**src/rtl/ctrl_pkg.sv**
```systemverilog
// Shared encodings for the multicycle control sequencer and datapath muxes.
// Latency: n/a (constants only). Backpressure: n/a.
// State codes, opcodes, mux select encodings and the control vector layout.
package ctrl_pkg;

    typedef enum logic [6:0] {
        S_FETCH    = 7'd0,
        S_DECODE   = 7'd1,
        S_MEMADDR  = 7'd2,
        S_MEMREAD  = 7'd3,
        S_MEMWB    = 7'd4,
        S_MEMWRITE = 7'd5,
        S_REXEC    = 7'd6,
        S_RWB      = 7'd7,
        S_BRANCH   = 7'd8,
        S_JUMP     = 7'd9,
        S_ADDIEXEC = 7'd10,
        S_ADDIWB   = 7'd11
    } state_t;

    localparam logic [5:0] OP_RTYPE = 6'h00;
    localparam logic [5:0] OP_LW    = 6'h23;
    localparam logic [5:0] OP_SW    = 6'h2B;
    localparam logic [5:0] OP_BEQ   = 6'h04;
    localparam logic [5:0] OP_J     = 6'h02;
    localparam logic [5:0] OP_ADDI  = 6'h08;

    localparam logic [1:0] SRCB_B      = 2'b00;
    localparam logic [1:0] SRCB_FOUR   = 2'b01;
    localparam logic [1:0] SRCB_IMM    = 2'b10;
    localparam logic [1:0] SRCB_IMM_SH = 2'b11;

    localparam logic [1:0] ALU_ADD   = 2'b00;
    localparam logic [1:0] ALU_SUB   = 2'b01;
    localparam logic [1:0] ALU_FUNCT = 2'b10;

    localparam logic [1:0] PCSRC_ALU    = 2'b00;
    localparam logic [1:0] PCSRC_ALUOUT = 2'b01;
    localparam logic [1:0] PCSRC_JUMP   = 2'b10;

    typedef struct packed {
        logic       pc_write;
        logic       pc_write_cond;
        logic       iord;
        logic       mem_read;
        logic       mem_write;
        logic       ir_write;
        logic       mem_to_reg;
        logic       reg_dst;
        logic       reg_write;
        logic       alu_src_a;
        logic [1:0] alu_src_b;
        logic [1:0] alu_op;
        logic [1:0] pc_source;
    } ctrl_t;

    function automatic logic op_legal(input logic [5:0] op);
        return (op == OP_RTYPE) || (op == OP_LW) || (op == OP_SW) ||
               (op == OP_BEQ) || (op == OP_J) || (op == OP_ADDI);
    endfunction

endpackage

```
**src/rtl/ctrl_out_decode.sv**
```systemverilog
// Combinational decode of current state (plus mem_ready) into the control vector.
// Latency: 0 cycles. Backpressure: mem_ready gates the FETCH ir/pc load strobes only.
// en=0 forces the whole vector to zero.
module ctrl_out_decode
    import ctrl_pkg::*;
(
    input  logic   en,
    input  state_t state,
    input  logic   mem_ready,
    output ctrl_t  ctrl
);

    always_comb begin
        ctrl = '0;
        if (en) begin
            case (state)
                S_FETCH: begin
                    ctrl.mem_read  = 1'b1;
                    ctrl.alu_src_b = SRCB_FOUR;
                    ctrl.ir_write  = mem_ready;
                    ctrl.pc_write  = mem_ready;
                end
                S_DECODE: begin
                    ctrl.alu_src_b = SRCB_IMM_SH;
                end
                S_MEMADDR, S_ADDIEXEC: begin
                    ctrl.alu_src_a = 1'b1;
                    ctrl.alu_src_b = SRCB_IMM;
                end
                S_MEMREAD: begin
                    ctrl.mem_read = 1'b1;
                    ctrl.iord     = 1'b1;
                end
                S_MEMWB: begin
                    ctrl.reg_write  = 1'b1;
                    ctrl.mem_to_reg = 1'b1;
                end
                S_MEMWRITE: begin
                    ctrl.mem_write = 1'b1;
                    ctrl.iord      = 1'b1;
                end
                S_REXEC: begin
                    ctrl.alu_src_a = 1'b1;
                    ctrl.alu_src_b = SRCB_B;
                    ctrl.alu_op    = ALU_FUNCT;
                end
                S_RWB: begin
                    ctrl.reg_write = 1'b1;
                    ctrl.reg_dst   = 1'b1;
                end
                S_BRANCH: begin
                    ctrl.alu_src_a     = 1'b1;
                    ctrl.alu_src_b     = SRCB_B;
                    ctrl.alu_op        = ALU_SUB;
                    ctrl.pc_write_cond = 1'b1;
                    ctrl.pc_source     = PCSRC_ALUOUT;
                end
                S_JUMP: begin
                    ctrl.pc_write  = 1'b1;
                    ctrl.pc_source = PCSRC_JUMP;
                end
                S_ADDIWB: begin
                    ctrl.reg_write = 1'b1;
                end
                default: ;
            endcase
        end
    end

endmodule

```
**src/rtl/multicycle_ctrl_fsm.sv**
```systemverilog
// Multicycle datapath control sequencer: 7-bit state register, opcode decode, output decode.
// Latency: outputs are combinational from state; one state transition per clk edge.
// Backpressure: FETCH/MEMREAD/MEMWRITE hold until mem_ready; other states ignore it.
module multicycle_ctrl_fsm
    import ctrl_pkg::*;
(
    input  logic       clk,
    input  logic       reset,
    input  logic [5:0] opcode,
    input  logic       mem_ready,
    output logic [6:0] state,
    output logic       pc_write,
    output logic       pc_write_cond,
    output logic       iord,
    output logic       mem_read,
    output logic       mem_write,
    output logic       ir_write,
    output logic       mem_to_reg,
    output logic       reg_dst,
    output logic       reg_write,
    output logic       alu_src_a,
    output logic [1:0] alu_src_b,
    output logic [1:0] alu_op,
    output logic [1:0] pc_source,
    output logic       illegal_op
);

    state_t state_q, state_d;
    ctrl_t  ctrl;

    always_ff @(posedge clk) begin
        if (!reset) state_q <= S_FETCH;
        else        state_q <= state_d;
    end

    always_comb begin
        state_d = S_FETCH;
        case (state_q)
            S_FETCH:    state_d = mem_ready ? S_DECODE : S_FETCH;
            S_DECODE: begin
                case (opcode)
                    OP_LW, OP_SW: state_d = S_MEMADDR;
                    OP_RTYPE:     state_d = S_REXEC;
                    OP_BEQ:       state_d = S_BRANCH;
                    OP_J:         state_d = S_JUMP;
                    OP_ADDI:      state_d = S_ADDIEXEC;
                    default:      state_d = S_FETCH;
                endcase
            end
            S_MEMADDR: begin
                if (opcode == OP_LW)      state_d = S_MEMREAD;
                else if (opcode == OP_SW) state_d = S_MEMWRITE;
                else                      state_d = S_FETCH;
            end
            S_MEMREAD:  state_d = mem_ready ? S_MEMWB : S_MEMREAD;
            S_MEMWRITE: state_d = mem_ready ? S_FETCH : S_MEMWRITE;
            S_REXEC:    state_d = S_RWB;
            S_ADDIEXEC: state_d = S_ADDIWB;
            // MEMWB, RWB, BRANCH, JUMP, ADDIWB and all illegal codes return to FETCH
            default:    state_d = S_FETCH;
        endcase
    end

    ctrl_out_decode u_decode (
        .en        (reset),
        .state     (state_q),
        .mem_ready (mem_ready),
        .ctrl      (ctrl)
    );

    assign state         = reset ? state_q : 7'd0;
    assign pc_write      = ctrl.pc_write;
    assign pc_write_cond = ctrl.pc_write_cond;
    assign iord          = ctrl.iord;
    assign mem_read      = ctrl.mem_read;
    assign mem_write     = ctrl.mem_write;
    assign ir_write      = ctrl.ir_write;
    assign mem_to_reg    = ctrl.mem_to_reg;
    assign reg_dst       = ctrl.reg_dst;
    assign reg_write     = ctrl.reg_write;
    assign alu_src_a     = ctrl.alu_src_a;
    assign alu_src_b     = ctrl.alu_src_b;
    assign alu_op        = ctrl.alu_op;
    assign pc_source     = ctrl.pc_source;
    assign illegal_op    = reset && (state_q == S_DECODE) && !op_legal(opcode);

endmodule

```
**config.mk**
```make
export PLATFORM = sky130hd
export DESIGN_NAME = multicycle_ctrl_fsm
export DESIGN_NICKNAME = d
export VERILOG_FILES = /design/src/rtl/ctrl_pkg.sv /design/src/rtl/ctrl_out_decode.sv /design/src/rtl/multicycle_ctrl_fsm.sv
export SDC_FILE = /design/constraint.sdc
export NUM_CORES = 1
export LEC_CHECK = 0
export CORE_MARGIN = 4
export CORE_UTILIZATION = 40
export DETAILED_ROUTE_END_ITERATION = 16
export PLACE_DENSITY = 0.9
export SYNTH_ARGS = -nofsm -noshare
export SYNTH_HDL_FRONTEND = slang
export SYNTH_SLANG_ARGS = --single-unit
```
**constraint.sdc**
```tcl
create_clock -name clk -period 2.7 [get_ports clk]
set_input_delay 0.54 -clock clk [delete_from_list [all_inputs] [get_ports clk]]
set_output_delay 0.54 -clock clk [all_outputs]
set_load 0.02 [all_outputs]
```
==> results.cfg <==
[floorplan]
row_count = 14
initial_core_util = 0.424
core-area_mm2 = 0.00151
die_width_um = 48.0
die_area_mm2 = 0.00230
ios = 33
die_h_um = 48.0

[worst_setup_path]
end_kind = output pin
crit_arrival_ns = 2.04
r2r_start = state_q[3]
crit_path_max_fanout = 3
worstSetupPathType = input port to output pin
crit_path_start = reset
cp.required_ns = 2.16
cp-start-kind = input port
r2r_cells = 4

[clock_tree]
numCtsBuffers = 3
post_cts_buffers = 0
cts_tree = yes
clock_latency_ns = 0.24
cts.htree.levels = 1
clock-sinks = 4
max-clock-path-buffers = 2
clkSlewWorstSetupHoldPaths_ns = 0.04
root_buffer = clkbuf_4

[detailed_routing]
drc = 0
viasPerCell = 5.53
wl_um = 1860
routedWlPerCell_um = 12.9
vias = 797
drtAntennaViolNets = 0
drt_pre_antenna_iters = 4
drt_iter0_markers = 19

[place]
preCtsSetupSlack_ns = -0.167
placed_cells = 141
port_buffers = 29
dp_hpwl_um = 1490
place.gp.congestion = 0.831

[sta]
period_minus_slack_ns = 2.58
hold_viol_final = 0
rsz0062_at_grt = false
slew_violations = 0
fmax_mhz = 388
fin_crit_sh = 0.954
fin_skew_ns = 0.000667
setup_viol = 0
worst_slack_ns = 0.123

[final_layout]
post-route-util = 0.669
top_regs = state_q (4)
area_delta_synth_final_pct = 57.7
layout-drive-gt1-share = 0.195
final_cells = 144
fillers = 140
largest_register_ffs = 4
num_antenna_cells = 0
largest_register = state_q
nNetsFinal = 139

[grt]
grt_start_max_net_pins = 15
grt_pass1_vias = 710
grt_pass1_wl_um = 3010
grt_overflow = 0
grt_usage = 0.182
antenna_found_initial = 0

[run_status]
outcome = finished clean

[logic_synthesis]
async_flop_share = 0
yosysSeqAreaShare = 0.125
synth_cell_type_count = 35
synth_edf_count = 0
syn_inst = 91
syn_area_um2 = 639
yosys_warnings = 0
synth-seq-cells = 4
synthFlopType = dfxtp_1
syn_area_per_cell_um2 = 7.03

[pwr]
peakVddDrop_mv = 0.172
p_leak_nw = 0.488
p_total_w = 0.000226
p_per_area_mw_per_mm2 = 224

[min_path]
hold_start = state_q[0]
min_path_type = register to register
hold_depth = 2

[job]
drv_cap = 0
-- cell usage after synthesis (2+ instances only) --
cell      count  area share
xor2_1        2       0.027
o21ai_1       3       0.023
a21oi_1       5       0.039
nor2_1       11       0.065
a31oi_1       2       0.020
nand2b_1      6       0.059
and3_1        3       0.029
nand2b_4      2       0.043
nor2b_1       2       0.020
nor3_1        4       0.031
dfxtp_1       4        0.13
buf_4         7       0.082
buf_2         2       0.016
and2_1        5       0.049
nand2_1       7       0.041
a22o_1        2       0.027
or2_2         2       0.020
o21ai_0       4       0.031
o22ai_1       2       0.020
-- layout by cell type (no fill, tap or decap), types with 2 or more instances in the layout --
master / n
dfxtp_1: 4
conb_1: 3
buf_4: 13
a21oi_1: 5
or2_2: 2
nand2b_4: 2
a22o_1: 2
xor2_1: 2
clkbuf_4: 3
nor2b_1: 2
nor3_1: 4
nor2_1: 11
nand2_1: 7
and2_1: 5
o21ai_1: 3
o22ai_1: 2
a31oi_1: 2
dlymetal6s2s_1: 2
o21ai_0: 4
and3_1: 3
dlygate4sd2_1: 6
nand2b_1: 6
clkdlybuf4s50_1: 20
-- through the flow --
step                hold slack (ns)  setup TNS [ns]  cell area, um2
floorplan                     0.596               0             647
global placement              0.621          -0.298             988
detailed placement            0.621          -0.668             988
CTS                           0.630               0            1000
global route                  0.646               0            1010
finish                        0.637               0            1010
-- path summary, 6_finish.rpt --
path                   to  slack, ns
max reg2reg    state_q[0]       1.34
max          pc_source[1]       0.12
min            state_q[2]       0.64
min reg2reg    state_q[2]       0.64
-- cell type report --
| cell class | count | area (um2) | share of cell area |
|---|---|---|---|
| clock buffers | 3 | 22.5 | 0.0223 |
| inverters | 1 | 3.75 | 0.00372 |
| multi-input cells | 78 | 497 | 0.493 |
| flip-flops and latches | 4 | 80.1 | 0.0794 |
| well taps | 16 | 20.0 | 0.0199 |
| repair buffers | 42 | 385 | 0.382 |
-- cells by family (layout without fill, tap and decap cells) --
| group | after synthesis | after routing | share of synthesized area |
|---|---|---|---|
| compound gates | 21 | 21 | 0.204 |
| xor+xnor | 2 | 2 | 0.0274 |
| buf+inv | 11 | 46 | 0.110 |
| flops | 4 | 4 | 0.125 |
| other cells | 1 | 3 | 0.00587 |
| simple gates | 52 | 52 | 0.528 |
-- power by group --
group	internal (W)	switching (W)	total (W)
combinational	0.0000427	0.0000426	0.0000854
clock	0.0000499	0.0000269	0.0000768
sequential	0.0000605	0.00000311	0.0000637
total	0.000153	0.0000727	0.000226
-- repair_timing --
action | in CTS | in global routing
endpoints found under the setup margin | 7 | 3
gates resized for setup | 7 | 3
hold endpoints to repair | 0 | 0
hold buffers | 0 | 0
-- worst max-delay path, cell delays in order --
cell and delay, ns:
clkdlybuf4s50_1 0.52, nand2_1 0.09, buf_4 0.14, nor2_1 0.13, clkdlybuf4s50_1 0.62
-- routing by layer --
layer	global-route usage	share of wire	up-vias
met5	0	0	-
li1	-	-	388
met2	0.377	0.54	49
met1	0.187	0.36	358
met3	0.0263	0.091	2
met4	0.0323	0.0091	0
(Power assumes the default switching activity.)
==> edit, RTL diff (same flow settings) <==
Make the reset (`reset`) asynchronous in one clocked block.
--- a/src/rtl/multicycle_ctrl_fsm.sv
+++ b/src/rtl/multicycle_ctrl_fsm.sv
@@ -28,7 +28,7 @@
     state_t state_q, state_d;
     ctrl_t  ctrl;
 
-    always_ff @(posedge clk) begin
+    always_ff @(posedge clk or negedge reset) begin
         if (!reset) state_q <= S_FETCH;
         else        state_q <= state_d;
     end
Function: no difference found for any inputs over 10 cycles, from zero or initial values and one cycle with reset low; that may be too few to reach the edited logic, so the function may still have changed.
==> edit against the unedited design <==
- utilization up 8.2 points
- via count increased by 2.3%
- wire length rose by 3.8%
- register-to-register slack worse by 0.41 ns
- worst setup slack lost 0.068 ns
- combinational power increased by 44%
- worst hold slack improved by 0.0027 ns
- design area decreased by 0.62%
- total power rose by 17%
- area after synthesis shrank 9.6%
- fmax decreased by 2.6%
- sequential cell count is the same
- critical path type unchanged
==> edit: results (changes against the unedited design) <==
The number of non-clock inverters in the layout was 3 (+2). The run gives 13 (-1) as the number of rows created at floorplan. The logs give 0.005714 ns (+0.005046 ns) for the setup clock skew after layout and 0.5191 nW (+6.4%) for the leakage dissipation.

The compound-gate portion of the synthesized area is 17.53% (-2.8 points). For the total instance count after detailed placement, the log shows 140 (-0.71%). The clock network area share works out to 2.247% (+0.014 points). In this run the worst hold path is classified as in -> async. For the maximum resistive drop on vdd, the log shows 0.0001784 V (+3.5%). The overall track demand over capacity in global routing is 18.99% (+0.82 points).

The run finished with clean final reports. Yosys attributes the largest share of cell area to sky130_fd_sc_hd__dfrtp_1 17%, sky130_fd_sc_hd__buf_4 6.5%, sky130_fd_sc_hd__nor3_1 6.1%. Largest incremental delay on the critical path: 0.60 ns (-0.02 ns). The global routing usage on met1 was 16.47% (-2.2 points); the number of distinct library cells after synthesis was 37 (+5.7%). By count the netlist is led by 8 x sky130_fd_sc_hd__nor2_1, 7 x sky130_fd_sc_hd__nor3_1, 6 x sky130_fd_sc_hd__a21oi_1, 6 x sky130_fd_sc_hd__nand2_1, 5 x sky130_fd_sc_hd__buf_4.

The tools report the largest net degree at the start of global routing as 13 (-2). Share of final layout cell area taken by non-clock buffers: 42.82% (+4.6 points). The run gives 643 µm (-3.3%) as the met1 layer wirelength in the final routing. The multi-input gate count was 71 (-9.0%); the number of fillers in the final layout was 105 (-25%). The via count of the routed design was 815 (+2.3%). The met2 demand-to-capacity share in global routing was 39.56% (+1.8 points); the average footprint of a synthesized cell was 6.722 µm² (-4.3%). The fraction of layout instances using a drive strength above 1 is 21.09% (+1.6 points), and the via count of the first global-routing pass is 792 (+12%). The run gives 2.10 ns (+0.06 ns) as the critical path arrival. The logs give 0.8510 (+2.4%) for the final RePlAce weighted congestion and 3001 µm (-0.23%) for the global-route wire length before repair. The layout buffer count excluding clock buffers is 47 (+12%). The logs give 17.32% (+4.8 points) for the sequential cell area fraction in the yosys report and 242 µm (+43%) for the met3 routed wirelength. The fraction of area in multi-input gates is 41.95% (-7.3 points), and the average wire per cell in the routed design is 13.49 µm (+4.5%). Register fraction of the total cell area: 9.988% (+2.0 points).

The tools report the global-route track usage on met3 as 2.372% (-0.26 points). The area growth from synthesis to layout is 73.38%. The instance area after placement is 972.2 µm² (-1.6%), and the top fanout value on the critical path is 5 (+2).

The run gives 5 (-2) as the post-cts repair resize count. The mean number of vias per cell is 5.699 (+3.0%), and the share of flip-flops with an asynchronous set or reset is 100.0% (+100 points).
edit: path summary, 6_finish.rpt:
path	start	to	slack, ns	depth (start not counted)
max in group asynchronous	reset	state_q[2]	1.88	3
worst min-delay path	reset	state_q[1]	0.64	2
min in group clk	state_q[3]	state_q[2]	0.65	2
worst max register to register	state_q[1]	state_q[0]	0.93	5
worst max-delay path	reset	iord	0.06	5
worst min register to register	state_q[3]	state_q[2]	0.65	2
edit: power groups by stage:
stage | clock network [mW] | logic [mW] | registers (mW)
floorplan | 0 | 0.0631 | 0.0660
global placement | 0 | 0.119 | 0.0669
detailed placement | 0 | 0.123 | 0.0670
CTS | 0.0740 | 0.122 | 0.0662
global route | 0.0756 | 0.131 | 0.0667
finish | 0.0751 | 0.123 | 0.0664
edit: logic make-up (layout without fill, tap and decap cells):
kind of cell	count (synthesis)	count (layout)
compound gates	16	16
flops	4	4
buf+inv	13	53
other cells	1	3
xor+xnor	3	3
simple gates	49	49
